--- src/rtl/mc_control_fsm.sv ---
// mc_control_fsm: multicycle RV32I control unit with memory handshake, timeout fault and illegal-op detection
// clk/reset: rising-edge clock, synchronous active-high reset
// opcode/funct3: instruction fields from IR; mem_ready: memory access completes this cycle
// ALUSrcA/ALUSrcB/ALUOp/ResultSrc: datapath muxes; IRWrite/PCUpdate/RegWrite/MemWrite/AddrSrc/Branch: strobes
// BranchType: funct3 while branching; illegal: decode pulse; fault: sticky timeout; state_o: debug state
module mc_control_fsm #(
  parameter int MEM_HANDSHAKE = 1,
  parameter int TIMEOUT = 16,
  parameter int EXT_OPS = 1
) (
  input  logic       clk,
  input  logic       reset,
  input  logic [6:0] opcode,
  input  logic [2:0] funct3,
  input  logic       mem_ready,
  output logic [1:0] ALUSrcA,
  output logic [1:0] ALUSrcB,
  output logic [1:0] ALUOp,
  output logic [1:0] ResultSrc,
  output logic       IRWrite,
  output logic       PCUpdate,
  output logic       RegWrite,
  output logic       MemWrite,
  output logic       AddrSrc,
  output logic       Branch,
  output logic [2:0] BranchType,
  output logic       illegal,
  output logic       fault,
  output logic [3:0] state_o
);
  typedef enum logic [3:0] {
    S_FETCH, S_DECODE, S_MEMADR, S_MEMRD, S_MEMWB, S_MEMWR, S_EXER, S_EXEI,
    S_ALUWB, S_JAL, S_JALR, S_BRANCH, S_LUI, S_AUIPC, S_FAULT
  } state_t;
  localparam logic [7:0] TO = 8'(TIMEOUT);
  state_t state_q, state_d;
  logic [7:0] cnt_q, cnt_d, cnt_inc;
  logic done, expired, ir_w, pc_u, reg_w, mem_w, ill;
  assign done = (MEM_HANDSHAKE == 0) || mem_ready;
  assign cnt_inc = cnt_q + 8'd1;
  // the cycle whose wait would bring the counter to TIMEOUT is the last one allowed
  assign expired = !done && (cnt_inc == TO);
  always_ff @(posedge clk) begin
    if (reset) begin
      state_q <= S_FETCH;
      cnt_q <= '0;
    end else begin
      state_q <= state_d;
      cnt_q <= cnt_d;
    end
  end
  always_comb begin
    state_d = state_q;
    cnt_d = '0;
    ALUSrcA = 2'b00;
    ALUSrcB = 2'b00;
    ALUOp = 2'b00;
    ResultSrc = 2'b00;
    ir_w = 1'b0;
    pc_u = 1'b0;
    reg_w = 1'b0;
    mem_w = 1'b0;
    AddrSrc = 1'b0;
    Branch = 1'b0;
    ill = 1'b0;
    case (state_q)
      S_FETCH: begin
        ALUSrcB = 2'b10;
        ResultSrc = 2'b10;
        ir_w = done;
        pc_u = done;
        state_d = done ? S_DECODE : expired ? S_FAULT : S_FETCH;
        cnt_d = (done || expired) ? 8'd0 : cnt_inc;
      end
      S_DECODE: begin
        ALUSrcA = 2'b01;
        ALUSrcB = 2'b01;
        state_d = S_FETCH;
        case (opcode)
          7'b0000011, 7'b0100011: state_d = S_MEMADR;
          7'b0110011: state_d = S_EXER;
          7'b0010011: state_d = S_EXEI;
          7'b1101111: state_d = S_JAL;
          7'b1100111: state_d = (EXT_OPS != 0) ? S_JALR : S_FETCH;
          7'b1100011: state_d = (funct3[2:1] != 2'b01) ? S_BRANCH : S_FETCH;
          7'b0110111: state_d = (EXT_OPS != 0) ? S_LUI : S_FETCH;
          7'b0010111: state_d = (EXT_OPS != 0) ? S_AUIPC : S_FETCH;
          default: ;
        endcase
        ill = (state_d == S_FETCH);
      end
      S_MEMADR: begin
        ALUSrcA = 2'b10;
        ALUSrcB = 2'b01;
        state_d = opcode[5] ? S_MEMWR : S_MEMRD;
      end
      S_MEMRD: begin
        AddrSrc = 1'b1;
        state_d = done ? S_MEMWB : expired ? S_FAULT : S_MEMRD;
        cnt_d = (done || expired) ? 8'd0 : cnt_inc;
      end
      S_MEMWR: begin
        AddrSrc = 1'b1;
        mem_w = 1'b1;
        state_d = done ? S_FETCH : expired ? S_FAULT : S_MEMWR;
        cnt_d = (done || expired) ? 8'd0 : cnt_inc;
      end
      S_MEMWB: begin
        ResultSrc = 2'b01;
        reg_w = 1'b1;
        state_d = S_FETCH;
      end
      S_EXER: begin
        ALUSrcA = 2'b10;
        ALUOp = 2'b10;
        state_d = S_ALUWB;
      end
      S_EXEI: begin
        ALUSrcA = 2'b10;
        ALUSrcB = 2'b01;
        ALUOp = 2'b10;
        state_d = S_ALUWB;
      end
      S_ALUWB: begin
        reg_w = 1'b1;
        state_d = S_FETCH;
      end
      S_JAL: begin
        ALUSrcA = 2'b01;
        ALUSrcB = 2'b10;
        pc_u = 1'b1;
        state_d = S_ALUWB;
      end
      S_JALR: begin
        ALUSrcA = 2'b10;
        ALUSrcB = 2'b01;
        state_d = S_JAL;
      end
      S_BRANCH: begin
        ALUSrcA = 2'b10;
        ALUOp = 2'b01;
        Branch = 1'b1;
        state_d = S_FETCH;
      end
      S_LUI: begin
        ALUSrcA = 2'b11;
        ALUSrcB = 2'b01;
        state_d = S_ALUWB;
      end
      S_AUIPC: begin
        ALUSrcA = 2'b01;
        ALUSrcB = 2'b01;
        state_d = S_ALUWB;
      end
      S_FAULT: state_d = S_FAULT;
      default: state_d = S_FETCH;
    endcase
  end
  assign IRWrite = ir_w & ~reset;
  assign PCUpdate = pc_u & ~reset;
  assign RegWrite = reg_w & ~reset;
  assign MemWrite = mem_w & ~reset;
  assign illegal = ill & ~reset;
  assign BranchType = Branch ? funct3 : 3'b000;
  assign fault = (state_q == S_FAULT);
  assign state_o = state_q;
endmodule

--- config.mk ---
export PLATFORM = sky130hd
export DESIGN_NAME = mc_control_fsm
export DESIGN_NICKNAME = d
export VERILOG_FILES = /design/src/rtl/mc_control_fsm.sv
export SDC_FILE = /design/constraint.sdc
export NUM_CORES = 1
export LEC_CHECK = 0
export CAP_MARGIN = 10
export CORE_ASPECT_RATIO = 1.1
export CORE_MARGIN = 2
export CORE_UTILIZATION = 30
export DETAILED_ROUTE_END_ITERATION = 12
export GPL_TIMING_DRIVEN = 0
export HOLD_SLACK_MARGIN = 0.15
export PLACE_DENSITY = 0.6
export SLEW_MARGIN = 20
export SYNTH_ARGS = -nofsm -noshare
export SYNTH_HDL_FRONTEND = slang
export SYNTH_SLANG_ARGS = --single-unit
--- constraint.sdc ---
create_clock -name clk -period 1.5 [get_ports clk]
set_clock_uncertainty 0.1 [all_clocks]
set_input_delay 0.3 -clock clk [delete_from_list [all_inputs] [get_ports clk]]
set_output_delay 0.3 -clock clk [all_outputs]
set_load 0.01 [all_outputs]
After elaboration in Yosys (flattened, before gate mapping):

Index checks and enable logic that the tools add are counted.

* input bits: 13
* output and inout bits: 23
* register bits after elaboration: 12

* multiplexer cells: 23
* equality and inequality tests: 25
* bitwise gates (word level): 7
* reduce and logical (&&, ||, !) cells: 16
* add/subtract/negate cells: 1

Operators by type and width (count)
* $pmux 4 s8: 2
* $mux 4: 8
* $eq 4x4->1 const B: 7
* $eq 7x6->1 const B: 3
* $eq 7x7->1 const B: 3
* $eq 4x3->1 const B: 4
* $eq 7x5->1 const B: 2
* $pmux 2 s2: 3
* $reduce_or 2->1: 5
* $reduce_or 5->1: 2
* $reduce_or 3->1: 3
* $add 8x1->8 const B: 1
* $eq 4x2->1 const B: 2
* $eq 8x5->1 const B: 1
* $logic_not 4->1: 2
* $eq 7x2->1 const B: 1
* $mux 1: 6
* $mux 3: 2
* $pmux 2 s3: 1
* $reduce_or 6->1: 1
* $and 1x1->1: 5
* $eq 4x1->1 const B: 1
* $ne 2x1->1 const B: 1
* $not 1->1: 2
* other kinds (4): 4

Logic depth before layout (Yosys ltp):

* depth in word-level cells: 7
* gate-level depth with buffers: 7
* gate-level depth less buffers: 6

Worst setup path before layout:

Ideal clock, no wire load.

* kind: register to output
* start point: reg state_q[0], in the netlist state_o[0]
* end point: out PCUpdate
* path buffers: 2
* data required time: 1.100 ns
* setup slack: -0.527 ns
* arrival: 1.627 ns
* stages on the path, launching flop included: 5
* cell sequence: dfxtp_1 clkbuf_1 buf_2 nand2_1 a2111oi_0

* word-level cells in the longest chain between the ends: 3
* elaborated cells between the ends (all ways): 4
* those cells by class: eq/ne (1); mux (1); bitwise (1); reduce/logical (1)

RTL lines
* from (decl): RTL line 36 `state_t state_q, state_d;`
* from (signal assigned): RTL line 48 `state_q <= state_d;`
* $eq 4x4->1 / $logic_not 4->1 (equally long branches): RTL line 66 `case (state_q)`
* $pmux 1 s2 (*): RTL line 66
* $and 1x1->1 (*): RTL line 160 `assign PCUpdate = pc_u & ~reset;`
* to (decl): RTL line 21 `output logic PCUpdate,`

Mark *: on every way between the ends. The rest lies on a longest branch, timed or not.

Worst setup path in the final report:

Ends and elaborated chain as after synthesis.

==> impl_metrics.xml <==
<?xml version="1.0" encoding="UTF-8"?>
<metrics>
  <group name="logic_synthesis">
    <metric name="syn_area" unit="um2">1040</metric>
    <metric name="syn_inst" unit="">150</metric>
    <metric name="postSynthNetCount" unit="">164</metric>
    <metric name="count_of_state_elements_after_synthesis" unit="">12</metric>
    <metric name="syn_area_cell" unit="um2">6.95</metric>
    <metric name="yosys_warnings" unit="">0</metric>
    <metric name="seq_area_frac_synth" unit="%">23.0</metric>
    <metric name="synth_cell_types" unit="">44</metric>
  </group>
  <group name="place">
    <metric name="post-place-ws" unit="ps">-1060</metric>
    <metric name="detailedPlacementHpwl" unit="um">2450</metric>
    <metric name="routabilityCongestion" unit="">0.872</metric>
    <metric name="dp_cell_count" unit="">232</metric>
    <metric name="numPortBuffers" unit="">34</metric>
  </group>
  <group name="run_status">
    <metric name="outcome" unit="">finished, violations left</metric>
    <metric name="violations_in_the_final_reports" unit="">setup timing</metric>
  </group>
  <group name="floorplanning">
    <metric name="pin_count" unit="">36</metric>
    <metric name="floorplan.die.height" unit="um">65.8</metric>
    <metric name="num_rows" unit="">22</metric>
    <metric name="core_area" unit="um2">3330</metric>
    <metric name="die_area" unit="um2">3960</metric>
    <metric name="die_w" unit="um">60.2</metric>
    <metric name="start_util" unit="%">31.3</metric>
  </group>
  <group name="route">
    <metric name="via_count" unit="">1472</metric>
    <metric name="routed_wl" unit="um">4540</metric>
    <metric name="route.detailed.drc" unit="">0</metric>
    <metric name="post_drt_via_cell_ratio" unit="">5.29</metric>
    <metric name="drtPass1Iterations" unit="">4</metric>
    <metric name="drtIter0Drc" unit="">77</metric>
    <metric name="post_drt_wl_per_cell" unit="um">16.3</metric>
    <metric name="final_antenna_net_count" unit="">0</metric>
  </group>
  <group name="finish">
    <metric name="layout-drive-gt1-share" unit="%">60.9</metric>
    <metric name="area_delta_synth_final" unit="%">120</metric>
    <metric name="final_nets" unit="">245</metric>
    <metric name="antenna_cells" unit="">0</metric>
    <metric name="finish.cell_count_without_fillers" unit="">278</metric>
    <metric name="layout.filler_cells" unit="">263</metric>
  </group>
  <group name="sta">
    <metric name="whs" unit="ps">372</metric>
    <metric name="finalWorstPathRequiredPeriod" unit="ps">2010</metric>
    <metric name="setup_viol_count_final" unit="">32</metric>
    <metric name="rsz0062_at_grt" unit="">yes</metric>
    <metric name="max_clock_freq" unit="MHz">498</metric>
    <metric name="slew_viol_final" unit="">0</metric>
    <metric name="max_slew.worst_pin.slew" unit="ps">496</metric>
    <metric name="fin_crit_sh" unit="%">134</metric>
    <metric name="setup_slack" unit="ps">-510</metric>
    <metric name="hold_viol_final" unit="">0</metric>
    <metric name="slew-limit-headroom" unit="%">67.0</metric>
  </group>
  <group name="clocking">
    <metric name="clock_tree.buffer_depth" unit="">2</metric>
    <metric name="cts-buffers-inserted" unit="">3</metric>
    <metric name="tritoncts" unit="">yes</metric>
    <metric name="postCtsHoldBufs" unit="">0</metric>
    <metric name="cts_root_buf" unit="">clkbuf_4</metric>
    <metric name="clock_pin_slew_on_the_worst_setup_and_hold_paths" unit="ps">70</metric>
    <metric name="cts_sinks" unit="">12</metric>
    <metric name="clock_insertion_delay_worst_skew" unit="ps">270</metric>
    <metric name="htree_num_levels" unit="">1</metric>
  </group>
  <group name="global_route">
    <metric name="grt_first_pass_wirelength" unit="um">6640</metric>
    <metric name="first_global_vias" unit="">1443</metric>
    <metric name="gr-total-overflow" unit="">0</metric>
    <metric name="antenna_found_initial" unit="">0</metric>
    <metric name="grt_max_degree" unit="">11</metric>
    <metric name="gr-usage-all-layers" unit="%">21.9</metric>
  </group>
  <group name="setup_path">
    <metric name="setup.worst_path.end_class" unit="">output port</metric>
    <metric name="startpoint_type" unit="">flop</metric>
    <metric name="regToRegStartpoint" unit="">state_o[0]$_SDFF_PP0_</metric>
    <metric name="criticalPathCategory" unit="">reg2out</metric>
    <metric name="rr_worst_depth" unit="">8</metric>
    <metric name="timing.critical_path.fanout_max" unit="">3</metric>
    <metric name="r2r_setup_slack" unit="ps">-380</metric>
    <metric name="regToRegEndpoint" unit="">cnt_q[0]$_SDFF_PP0_</metric>
    <metric name="worst_ep_arrival_time" unit="ps">1610</metric>
    <metric name="critPathRequiredTime" unit="ps">1100</metric>
  </group>
  <group name="worst_hold_path">
    <metric name="whs_endpoint" unit="">cnt_q[0]$_SDFF_PP0_</metric>
    <metric name="min_path_type" unit="">reg2reg</metric>
    <metric name="hp-start" unit="">cnt_q[0]$_SDFF_PP0_</metric>
    <metric name="hold_depth" unit="">1</metric>
  </group>
  <group name="flow_run">
    <metric name="drv_cap" unit="">0</metric>
  </group>
  <group name="pwr">
    <metric name="p_per_area" unit="nW/um2">429</metric>
    <metric name="total_leakage_power" unit="nW">0.909</metric>
    <metric name="power.total" unit="mW">0.981</metric>
    <metric name="worst_ir_drop_vdd" unit="V">0.000602</metric>
  </group>
</metrics>
-- where the power goes --
part	switching [mW]	internal [mW]
Combinational	0.185	0.210
Clock	0.106	0.148
Sequential	0.00921	0.323
-- cells by family after synthesis --
kind of cell | count (synthesis) | share of synthesized area [%]
compound gates | 29 | 19.0
xor+xnor | 8 | 6.72
fa+ha+maj | 1 | 1.20
buf+inv | 14 | 6.12
flops | 12 | 23.0
simple gates | 86 | 43.9
-- critical path, stage by stage, from the launching register on --
cell	delay, ps
dfxtp_4	350
clkbuf_16	150
buf_12	120
nand3b_1	220
a2111oi_4	320
buf_2	180
-- flip-flops by register name (all words and copies together), names as in the netlist --
signal	count
state_o	4
cnt_q	8
-- worst max-delay path by stage --
stage	slack, ps	cells past startpoint	start	to
3_5_place_dp	-1060	7	funct3[2]	illegal
6_report	-510	5	state_o[0]$_SDFF_PP0_	PCUpdate
2_1_floorplan	-130	6	state_o[1]$_SDFF_PP0_	cnt_q[0]$_SDFF_PP0_
3_3_place_gp	-1080	7	funct3[2]	illegal
5_1_grt	-590	5	state_o[0]$_SDFF_PP0_	PCUpdate
4_1_cts	-560	5	state_o[0]$_SDFF_PP0_	PCUpdate
-- cell usage after synthesis --
| library cell | instances | area (um2) |
|---|---|---|
| nor3_1 | 5 | 25.0 |
| nand3b_1 | 5 | 37.5 |
| nand4b_1 | 1 | 8.76 |
| buf_2 | 3 | 15.0 |
| and2_1 | 3 | 18.8 |
| o22ai_1 | 1 | 6.26 |
| a2111o_1 | 1 | 11.3 |
| a211oi_1 | 2 | 15.0 |
| nor3b_1 | 2 | 15.0 |
| xor2_1 | 4 | 35.0 |
| o21a_1 | 2 | 15.0 |
| or4_1 | 4 | 30.0 |
| inv_2 | 1 | 3.75 |
| o21ai_1 | 1 | 5.00 |
| a21oi_1 | 12 | 60.1 |
| nor2_1 | 23 | 86.3 |
| buf_1 | 1 | 3.75 |
| a311o_1 | 1 | 10.0 |
| clkbuf_1 | 5 | 18.8 |
| nand3_1 | 4 | 20.0 |
| and3_1 | 1 | 6.26 |
| nand2_1 | 14 | 52.6 |
| a2111oi_0 | 1 | 8.76 |
| o211a_1 | 1 | 10.0 |
| o32ai_1 | 1 | 8.76 |
| nor2_2 | 3 | 18.8 |
| inv_1 | 2 | 7.51 |
| buf_4 | 2 | 15.0 |
| nor4_1 | 4 | 25.0 |
| nor2b_2 | 1 | 8.76 |
| a21boi_0 | 1 | 7.51 |
| nand2b_2 | 1 | 8.76 |
| dfxtp_1 | 12 | 240 |
| nand4_1 | 2 | 12.5 |
| or3_1 | 1 | 6.26 |
| xnor2_1 | 4 | 35.0 |
| a31oi_1 | 1 | 6.26 |
| nor2b_1 | 5 | 31.3 |
| ha_1 | 1 | 12.5 |
| o32a_1 | 2 | 20.0 |
| o21ai_0 | 1 | 5.00 |
| o2bb2ai_1 | 1 | 8.76 |
| nand2b_1 | 6 | 37.5 |
| or2_4 | 1 | 8.76 |
-- final cells by class --
class                           instances  area (um2)  area share [%]
Clock buffer                            4        36.3            1.59
Buffer                                 10         183            7.98
Timing Repair Buffer                   77         674            29.5
Inverter                                3        13.8           0.601
Tap cell                               48        60.1            2.62
Multi-Input combinational cell        124        1070            46.6
Sequential cell                        12         255            11.2
-- metrics by stage --
| step | area [um2] | TNS, ps | utilization, % |
|---|---|---|---|
| floorplan | 1200 | -1170 | - |
| global placement | 1600 | -15180 | 47.9 |
| detailed placement | 1600 | -15810 | 47.9 |
| CTS | 2080 | -8770 | 62.3 |
| global route | 2290 | -12410 | 68.7 |
| finish | 2290 | -10640 | 68.7 |
-- placed cells by master (no fill, tap or decap), types with 3 or more instances in the layout --
cell / count
dfxtp_2: 3
nand2_2: 4
a21oi_2: 7
nand3_1: 4
clkdlybuf4s50_1: 3
clkbuf_16: 4
xnor2_1: 3
nor2b_1: 3
buf_12: 4
nand2_1: 9
dfxtp_4: 3
buf_2: 12
or4_1: 3
clkbuf_2: 3
xor2_1: 3
clkdlybuf4s15_2: 5
buf_4: 26
a21oi_1: 5
buf_6: 18
nor2_2: 10
dlygate4sd2_1: 6
clkbuf_4: 3
nand2b_1: 3
nor2_1: 12
nand2b_4: 4
nand3b_1: 5
nor2_4: 4
nor3_1: 3
dfxtp_1: 6
-- routing by layer --
metal | global-route usage, % | routed length, um
met5 | 0 | 0
met4 | 10.0 | 191
met3 | 1.57 | 292
met2 | 41.4 | 2390
met1 | 23.9 | 1660
-- what timing repair did --
action	in CTS	in global routing
pin swaps	20	18
setup buffers	29	15
gates resized for setup	140	40
endpoints found under the setup margin	34	31
gates cloned	1	0
Power figures use the tool's default switching activity.
